`src/rtl/stack_controller.sv`:
```
// Stack pointer / stack memory sequencer for PUSH, POP and LOAD commands.
// Full-descending stack driven over a single-outstanding req/ack memory port.
module stack_controller #(
    parameter int unsigned    AW       = 16,
    parameter int unsigned    DW       = 16,
    parameter logic [AW-1:0]  SP_BASE  = 16'h0400,
    parameter logic [AW-1:0]  SP_LIMIT = 16'h0300
) (
    input  logic          clk,
    input  logic          rst_n,
    input  logic          cmd_valid,
    output logic          cmd_ready,
    input  logic [1:0]    cmd_op,
    input  logic [DW-1:0] cmd_data,
    output logic          rsp_valid,
    output logic [DW-1:0] rsp_data,
    output logic          rsp_err,
    output logic          mem_req,
    output logic          mem_we,
    output logic [AW-1:0] mem_addr,
    output logic [DW-1:0] mem_wdata,
    input  logic [DW-1:0] mem_rdata,
    input  logic          mem_ack,
    output logic [AW-1:0] sp,
    output logic          empty,
    output logic          full
);

    typedef enum logic [1:0] {
        OP_NOP  = 2'b00,
        OP_PUSH = 2'b01,
        OP_POP  = 2'b10,
        OP_LOAD = 2'b11
    } op_t;

    typedef enum logic [1:0] {
        IDLE,
        WRITE,
        READ,
        RESP
    } state_t;

    localparam logic [AW-1:0] SP_ONE = AW'(1);

    state_t state;
    state_t state_nx;
    logic   accept;

    assign empty  = (sp == SP_BASE);
    assign full   = (sp == SP_LIMIT);
    assign accept = cmd_valid && (state == IDLE);

    // Handshake outputs decode straight from the state, so a reset drops mem_req at once.
    assign cmd_ready = (state == IDLE);
    assign rsp_valid = (state == RESP);
    assign mem_req   = (state == WRITE) || (state == READ);
    assign mem_we    = (state == WRITE);

    // NOTE: state register uses non-blocking assignment so every flop samples pre-edge values.
    always_ff @(posedge clk or negedge rst_n) begin
        if (!rst_n) begin
            state <= IDLE;
        end else begin
            state <= state_nx;
        end
    end

    // NOTE: default assigned first so no path through the case leaves state_nx unassigned (no latch).
    always_comb begin
        state_nx = state;
        case (state)
            IDLE: begin
                if (cmd_valid) begin
                    case (cmd_op)
                        OP_PUSH: state_nx = full  ? RESP : WRITE;
                        OP_POP:  state_nx = empty ? RESP : READ;
                        OP_LOAD: state_nx = RESP;
                        default: state_nx = IDLE;
                    endcase
                end
            end
            WRITE, READ: begin
                if (mem_ack) begin
                    state_nx = RESP;
                end
            end
            RESP:    state_nx = IDLE;
            default: state_nx = IDLE;
        endcase
    end

    always_ff @(posedge clk or negedge rst_n) begin
        if (!rst_n) begin
            sp        <= SP_BASE;
            mem_addr  <= '0;
            mem_wdata <= '0;
            rsp_data  <= '0;
            rsp_err   <= 1'b0;
        end else begin
            if (accept) begin
                case (cmd_op)
                    OP_PUSH: begin
                        if (full) begin
                            rsp_data <= '0;
                            rsp_err  <= 1'b1;
                        end else begin
                            mem_addr  <= sp - SP_ONE;
                            mem_wdata <= cmd_data;
                        end
                    end
                    OP_POP: begin
                        if (empty) begin
                            rsp_data <= '0;
                            rsp_err  <= 1'b1;
                        end else begin
                            mem_addr <= sp;
                        end
                    end
                    OP_LOAD: begin
                        sp       <= cmd_data[AW-1:0];
                        rsp_data <= '0;
                        rsp_err  <= 1'b0;
                    end
                    default: ;
                endcase
            end

            // SP only moves once memory confirms, so an aborted transfer leaves it untouched.
            if (mem_ack && (state == WRITE)) begin
                sp       <= sp - SP_ONE;
                rsp_data <= '0;
                rsp_err  <= 1'b0;
            end

            if (mem_ack && (state == READ)) begin
                sp       <= sp + SP_ONE;
                rsp_data <= mem_rdata;
                rsp_err  <= 1'b0;
            end
        end
    end

endmodule

```
`config.mk`:
```
export PLATFORM = sky130hd
export DESIGN_NAME = stack_controller
export DESIGN_NICKNAME = d
export VERILOG_FILES = /design/src/rtl/stack_controller.sv
export SDC_FILE = /design/constraint.sdc
export NUM_CORES = 1
export LEC_CHECK = 0
export ABC_AREA = 1
export CORE_MARGIN = 8
export CORE_UTILIZATION = 35
export CTS_CLUSTER_DIAMETER = 50
export DETAILED_ROUTE_END_ITERATION = 12
export SYNTH_ARGS = -nofsm -noshare
export SYNTH_HDL_FRONTEND = slang
export SYNTH_SLANG_ARGS = --single-unit
```
`constraint.sdc`:
```
create_clock -name clk -period 6 [get_ports clk]
set_clock_uncertainty 0.2 [all_clocks]
set_input_delay 0.6 -clock clk [delete_from_list [all_inputs] [get_ports clk]]
set_output_delay 0.6 -clock clk [all_outputs]
set_load 0.02 [all_outputs]
```
==> flow_summary.yaml <==
outcome:
  status: "completed"
detailed_routing:
  wl_per_cell_um: 16.0
  routed.top_layer: "met4"
  m1WireLength_um: 6190
  routed_via_density: 4.91
  drt_pass1_iterations: 4
  vias: 4089
  first_iter_violations: 288
  drcViolationCount: 0
  wl_um: 13400
  ant_nets: 0
  wl_met2_um: 6200
  dr_wl_met3_um: 732
worst_setup_path:
  slowest_stage: "clkdlybuf4s50_1"
  r2r_end: "rsp_err$_DFFE_PN0P_"
  crit_type: "flip-flop to primary output"
  max_stage_delay_ps: 660
  cp.arrival_ps: 2520
  crit_fanout: 8
  worst_setup_path_start_kind: "flip-flop"
  worst_setup_path_end_kind: "primary output"
  worst-r2r-cell-count: 9
  r2r_start: "state[0]$_DFFE_PN0P_"
  cpMostUsedCell: "nand2_1"
  worstPathCellList: "inv_1 -> ha_1 -> nand2_1 -> nor2_8 -> nand2_1 -> nor3_1 -> clkdlybuf4s50_1"
  reg2reg_slack_ps: 3200
  required_ps: 5200
yosys:
  syn_area_sq_um: 4130
  post-synth-top-count-cell: "nand2_1"
  ys_seq_elements: 67
  syn_nets: 633
  ys_warn_count: 0
  postSynthCellCount: 589
  ys_types: 32
  synthDominantCellAreaShare: 0.400
  synth_edf_count: 0
  ys_seq_area_frac: 0.406
  async_reset_ff_frac: 1.00
  syn_avg_cell_area_sq_um: 7.02
  synth_largest_area_cell: "dfrtp_1"
  synth_common_cells: "nand2_1 (231), dfrtp_1 (66), inv_1 (57)"
  synth_flop_cell: "dfrtp_1"
  synthTopCellsByArea: "dfrtp_1 (40%), nand2_1 (21%), o21ai_0 (6.3%)"
power_and_ir_drop:
  power.switching_mw: 1.41
  vdd_ir_drop_max_v: 0.000290
  p_int_mw: 1.61
  power.leakage_nw: 2.69
  total_power_mw: 3.02
  clock_power_share: 0.161
  seqPwrFrac: 0.284
  comb_power_share: 0.555
  switching_share: 0.467
  power.density_nw_per_um2: 548
timing:
  fmax_mhz: 301
  setup_slack_ps: 2680
  report.final.slew_viol_count: 0
  worst_pin_slew_ps: 1040
  hold_viol_final: 0
  min_period_ps: 3320
  fin_tns_setup_ps: 0
  slew_headroom: 0.306
  rsz0062_at_grt: "no"
  min_period_over_period: 0.553
  setup_violations: 0
grt:
  grt_pass1_vias: 3995
  grtUsageTotal: 0.172
  antenna_found_initial: 0
  grt_pass1_wl_um: 21700
  grt_max_degree: 68
  grt_overflow: 0
layout:
  antennaDiodeCount: 0
  area_growth_syn_to_layout_pct: 33.1
  drive_gt1_frac: 0.0652
  fin_nets: 729
clocking:
  clock_sinks: 67
  cts_tree: "yes"
  cts_buffers: 9
  ctsResizeCount: 0
  h-tree-depth: 3
  ctsHoldBuffers: 0
  clockBufferDepth: 2
  postCtsSetupBuffers: 0
  clkLatencyLatePin_ps: 340
  cts_root_buf: "clkbuf_16"
  cts.reportedPaths.clkPinSlew_ps: 60
floorplan:
  dieArea_sq_um: 15500
  die_y_um: 125
  initial_core_util: 0.361
  io_pins: 109
  row_count: 39
  die_w_um: 125
  core-area_sq_um: 11500
placed_design:
  io_buffers: 108
  place_ws_ps: 2750
  dp_hpwl_um: 9990
  globalplace.congestion: 0.877
job:
  maxCapViolCount: 0
min_path:
  worstHoldPathType: "input pin to async pin"
## logic make-up after synthesis
logic type | after synthesis | share of synthesized area
DFF | 67 | 0.406
AOI/OAI and AO/OA | 82 | 0.108
buffers and inverters | 86 | 0.0972
adders and majority gates | 6 | 0.0182
xor gates and xnor gates | 6 | 0.0127
and+or+nand+nor | 341 | 0.356
muxes | 1 | 0.00242
## how the worst max path moves through the flow
stage / to / depth (start not counted) / startpoint / slack (ps)
after global placement: rsp_err$_DFFE_PN0P_ / 8 / mem_ack / 2800
after detailed placement: rsp_err$_DFFE_PN0P_ / 8 / mem_ack / 2750
after global routing: full / 7 / sp[0]$_DFFE_PN0P_ / 2480
after CTS: full / 7 / sp[0]$_DFFE_PN0P_ / 2650
final: full / 7 / sp[0]$_DFFE_PN0P_ / 2680
after floorplan: full / 6 / sp[0]$_DFFE_PN0P_ / 3490
## final cells by class
type | instances | area [sq um]
inverters | 61 | 229
repair buffers | 110 | 1090
well taps | 143 | 179
clock buffers | 10 | 229
clock inverters | 6 | 42.5
multi-input cells | 436 | 2050
flip-flops and latches | 67 | 1680
fillers | 1148 | 5960
## through the flow
stage	cell area (sq um)	utilization	hold slack [ps]	cells
2_1_floorplan	4130	-	104	589
3_3_place_gp	5230	0.456	257	817
3_5_place_dp	5230	0.456	259	817
4_1_cts	5500	0.480	273	833
5_1_grt	5500	0.480	286	833
6_report	5500	0.480	250	833
## sequential cells by signal (all words and copies together) (netlist names)
register   flops
mem_addr      16
mem_wdata     16
rsp_data      16
rsp_err        1
sp            16
state          2
## layer usage
metal / global-route usage / vias up
met3: 0.0379 / 15
met1: 0.222 / 1909
met2: 0.275 / 122
met4: 0.0666 / 0
met5: 0 / -
li1: - / 2043
## cells in the final DEF (no fill, tap or decap)
cell	synthesis	layout
nor2_4	3	3
nor2_8	1	1
ha_1	6	6
clkbuf_16	0	9
a21oi_1	17	17
xor2_1	6	6
o21ai_2	5	5
clkdlybuf4s50_1	0	107
mux2i_1	1	1
nor3_1	3	3
clkinv_2	0	2
dfrtp_1	66	66
dfstp_2	1	1
nor2_2	5	5
nor2_1	44	44
a22oi_1	3	3
o22ai_1	2	2
clkbuf_1	8	1
nand2_4	2	2
a31oi_1	2	2
o21ai_0	52	52
clkinvlp_4	0	2
inv_2	4	4
nand3_2	1	1
nand4_4	2	2
buf_4	3	2
nand2_1	231	231
nand3_4	1	1
nand2_2	2	2
a32oi_1	1	1
nand3_1	43	43
clkinv_4	0	2
buf_2	5	1
inv_1	57	57
nand4_1	3	3
## critical path: cells and delay by family, from the launching register on
| kind | cells | cell delay, ps |
|---|---|---|
| and+or+nand+nor | 4 | 670 |
| DFF | 1 | 430 |
| adders and majority gates | 1 | 250 |
| buffers and inverters | 2 | 820 |
## power by group through the flow
stage / registers (mW) / clock network (mW) / logic, mW
after detailed placement: 0.860 / 0 / 1.67
after floorplan: 1.04 / 0 / 0.811
after CTS: 0.857 / 0.498 / 1.68
final: 0.858 / 0.485 / 1.67
after global routing: 0.889 / 0.518 / 1.85
after global placement: 0.863 / 0 / 1.66
Power figures use the tool's default switching activity.
==> RTL edit 1 (same settings) <==
Encoding of `state_t`: now one-hot (4 bits for 4 states).
--- a/src/rtl/stack_controller.sv
+++ b/src/rtl/stack_controller.sv
@@ -34,9 +34,9 @@
     } op_t;
 
-    typedef enum logic [1:0] {
-        IDLE,
-        WRITE,
-        READ,
-        RESP
+    typedef enum logic [3:0] {
+        IDLE  = 4'b0001,
+        WRITE = 4'b0010,
+        READ  = 4'b0100,
+        RESP  = 4'b1000
     } state_t;
 
Function: same outputs for any inputs over 4 cycles, from zero or initial values and one cycle with rst_n low; so few cycles prove little.
==> RTL edit 1 against the original RTL <==
Area after synthesis increased by 1.4%; total power is 11% lower; sequential cell count up 2; setup slack gained 0.26 ns; routed wire length fell by 2.7%; cell area increased by 1.9%; first-iteration DRC count shrank 11%; largest cell class unchanged; non-clock buffer count stayed put.
==> RTL edit 1: results (changes against the original RTL) <==
[route]
drt-met1-wl_mm=5.63  ; -9.0%
wl_met2_mm=5.97  ; -3.8%
drt_first_iter_violations=255  ; -11%
totalWireLength_mm=13.0  ; -2.7%
dr_wl_met3_mm=1.16  ; +58%
via_count=4129  ; +0.98%
top_layer=met4

[final_layout]
multi_input_comb_area_sq_mm=0.00214  ; +4.0%
nNetsFinal=732  ; +0.41%
num-fill-cells=1221  ; +6.4%
drive_gt1_frac=0.102  ; +0.0371
instances_no_fill=841  ; +0.96%
antenna_cells=0  ; unchanged

[cts]
cts_resized=0  ; unchanged
htreeDepth=3  ; unchanged
cts_max_path_buffers=2  ; unchanged
post_cts_buffers=0  ; unchanged
clk_latency_ns=0.33
cts.reportedPaths.clkPinSlew_ns=0.06  ; about the same

[synth]
synthCells=590  ; +0.17%
synthAdderAreaFrac=0.00895  ; -0.00921
synthTopCellsByCount=nand2_1 (241), dfrtp_1 (67), nor2_1 (51)
ys.flop_type=dfrtp_1
ys_seq_area_frac=0.412  ; +0.00654
ys_async_sr_fraction=1.00  ; unchanged
synthMuxAreaShare=0  ; -0.00242
ys_types=36  ; +13%
synth_compound_gate_area_share=0.0731  ; -0.0346
synth.area.top_cells=dfrtp_1 (40%), nand2_1 (22%), nand3_1 (5.5%)
synthXorXnorAreaFrac=0.00836  ; -0.00436
postSynthNetCount=631  ; -0.32%

[power]
pg_comb_mw=1.29  ; -23%
total_leakage_power_nw=2.70  ; +0.37%
powerDensity_mw_per_mm2=478  ; -13%
seqPwrFrac=0.323  ; +0.039
switching_power_mw=1.16  ; -18%
peakVddDrop_mv=0.175  ; -39%

[global_route]
track_usage=0.170  ; -0.00201
grtUsageMet3=0.0578  ; +0.0199
grt_pass1_wl_mm=21.7  ; -0.23%
grt_start_max_net_pins=70  ; +2.9%
grt_pass1_vias=4265  ; +6.8%
grt_use_met1=0.204  ; -0.0184
use_met2=0.276  ; +0.000714

[placed_design]
place_ws_ns=2.70  ; -0.0565 ns
gp_congestion=0.898  ; +2.3%
placed_cell_area_sq_mm=0.00533  ; +1.8%
placement.io_buffers=108  ; unchanged
dp_hpwl_mm=9.84  ; -1.6%
dp.cells=827  ; +1.2%

[setup_path]
worstPathArrival_ns=2.26  ; -0.26 ns
cp_max_fo=7  ; -1

[min_path]
hold_path_class=input port to async pin

[run_status]
status=completed

[sta]
worstMarginPinSlew_ns=1.09  ; +0.0569 ns
tns_ns=0  ; unchanged
finalHoldViolations=0  ; unchanged

[RTL edit 1: path summary, 6_finish.rpt]
path	start	endpoint	slack, ns	cells past startpoint
worst min register to register	mem_wdata[12]	mem_wdata[12]	0.27	2
worst max register to register	state[0]	sp[12]	3.01	9
worst max-delay path	sp[0]	empty	2.94	7
worst min-delay path	rst_n	mem_addr[15]	0.26	2
max in group asynchronous	rst_n	sp[9]	4.74	2
min in group clk	mem_wdata[12]	mem_wdata[12]	0.27	2
[RTL edit 1: layout make-up]
class                           count  area share
Clock buffer                       12      0.0439
Clock inverter                      2     0.00625
Multi-Input combinational cell    452       0.381
Timing Repair Buffer              110       0.195
Sequential cell                    69       0.308
Tap cell                          147      0.0328
Inverter                           49      0.0332
[RTL edit 1: worst max-delay path, cell delays in order, from the launching register on]
cell             delay [ns]
dfrtp_1                0.44
inv_1                  0.23
ha_1                   0.19
nand2_1                0.10
nor2_4                 0.19
nand2_1                0.09
inv_1                  0.08
clkdlybuf4s50_1        0.62
==> RTL edit 2 (same settings) <==
Without the edit above. Change the parameter `DW` from 16 to 24.
--- a/src/rtl/stack_controller.sv
+++ b/src/rtl/stack_controller.sv
@@ -3,5 +3,5 @@
 module stack_controller #(
     parameter int unsigned    AW       = 16,
-    parameter int unsigned    DW       = 16,
+    parameter int unsigned    DW       = 24,
     parameter logic [AW-1:0]  SP_BASE  = 16'h0400,
     parameter logic [AW-1:0]  SP_LIMIT = 16'h0300
Ports: changed (resized cmd_data, mem_rdata, mem_wdata and rsp_data); port bits go from 109 to 141. No check against the original RTL was run, so the function may have changed too.
==> RTL edit 2 against the original RTL <==
Setup slack better by 0.13 ns; critical path type unchanged; global-route usage up 0.53 points; first-iteration DRC count up 21%; area after synthesis up 14%; worst hold slack worse by 0.028 ns; sequential share of layout area up 1.5 points; largest cell class unchanged; via count up 14%; total power up 16%; routed wire length up 15%; sequential cell count up 16; sequential power up 21%; cell area up 18%; synthesized cell count up 14%; largest power group unchanged.
==> RTL edit 2: results (changes against the original RTL) <==
[final_layout]
drive_gt1_frac=0.0600  ; -0.00522
nNetsFinal=855  ; +17%
reg_top3=mem_wdata (24), rsp_data (24)

[route]
via_count=4651  ; +14%
totalWireLength_mm=15.4  ; +15%
drt_first_iter_violations=349  ; +21%
dr.pass1.iters=5  ; +1

[synth]
ys_async_sr_fraction=1.00  ; unchanged
ys_types=34  ; +6.3%
ys.warnings.count=0  ; unchanged
synthTopCellsByCount=nand2_1 (278), dfrtp_1 (82), inv_1 (70)
postSynthNetCount=731  ; +15%
synth.area.top_cells=dfrtp_1 (43%), nand2_1 (22%), inv_1 (5.6%)
ys_seq_area_frac=0.440  ; +0.0340
ys.flop_type=dfrtp_1

[cts]
clk_latency_ns=0.35
cts_resized=0  ; unchanged
post_cts_buffers=0  ; unchanged
cts_max_path_buffers=2  ; unchanged
root_buffer=clkbuf_16
htreeDepth=3  ; unchanged
hold_buffers=0  ; unchanged
cts.reportedPaths.clkPinSlew_ns=0.06  ; about the same
cts_inserted_buffers=9  ; unchanged

[setup_path]
critPathTopFamily=buffers and inverters
cp_max_fo=6  ; -2
max_stage_delay_ns=0.62  ; -0.04 ns
rr_endpoint=mem_wdata[3]
critPathSlowestCell=clkdlybuf4s50_1
cp-endpoint=empty
r2r_slack_ns=3.39  ; +0.19 ns
cp-start-kind=register
crit_path_start=sp[0]
reg2reg_depth=7  ; -2

[sta]
slew_headroom=0.202  ; -0.104
worst_slack_ns=2.81  ; +0.130 ns
tns_ns=0  ; unchanged
timing.hold.ws_ns=0.222  ; -0.0283 ns

[power]
peakVddDrop_mv=0.275  ; -5.2%
total_power_mw=3.51  ; +16%
switching_power_mw=1.57  ; +11%
seq_cell_power_mw=1.04  ; +21%
total_leakage_power_nw=3.22  ; +19%
p_clk_mw=0.599  ; +24%

[global_route]
grt.overflow.total=0  ; unchanged
grt_start_max_net_pins=84  ; +24%
grt_antenna_before_repair=0  ; unchanged
grt_pass1_wl_mm=25.1  ; +15%
track_usage=0.178  ; +0.00530

[placed_design]
place_ws_ns=3.06  ; +0.307 ns
placed_cell_area_sq_mm=0.00617  ; +18%
dp_hpwl_mm=11.9  ; +19%
gp_congestion=0.905  ; +3.2%
placement.io_buffers=140  ; +30%

[run_status]
status=completed

[min_path]
hold_path_class=input port to async pin

RTL edit 2: stage by stage:
step / util / std cells
floorplan: - / 671
global placement: 0.468 / 960
detailed placement: 0.468 / 960
CTS: 0.492 / 976
global route: 0.492 / 976
finish: 0.492 / 976
RTL edit 2: cells by family after synthesis:
family	count (synthesis)	share of synthesized area
DFF	83	0.440
AOI/OAI and AO/OA	89	0.104
adders and majority gates	6	0.0159
buffers and inverters	103	0.0982
and+or+nand+nor	387	0.336
xor gates and xnor gates	3	0.00556
RTL edit 2: cell type report:
class / instances / area [sq um]
fillers: 1343 / 6700
multi-input cells: 485 / 2180
flip-flops and latches: 83 / 2080
repair buffers: 142 / 1410
inverters: 74 / 280
clock buffers: 12 / 246
well taps: 176 / 220
clock inverters: 4 / 73.8
RTL edit 2: routing by layer:
metal	up-vias	part of all wire	track usage
li1	2325	-	-
met1	2164	0.44	0.219
met2	144	0.47	0.292
met3	18	0.073	0.0469
met4	0	0.021	0.0656
met5	-	0	0
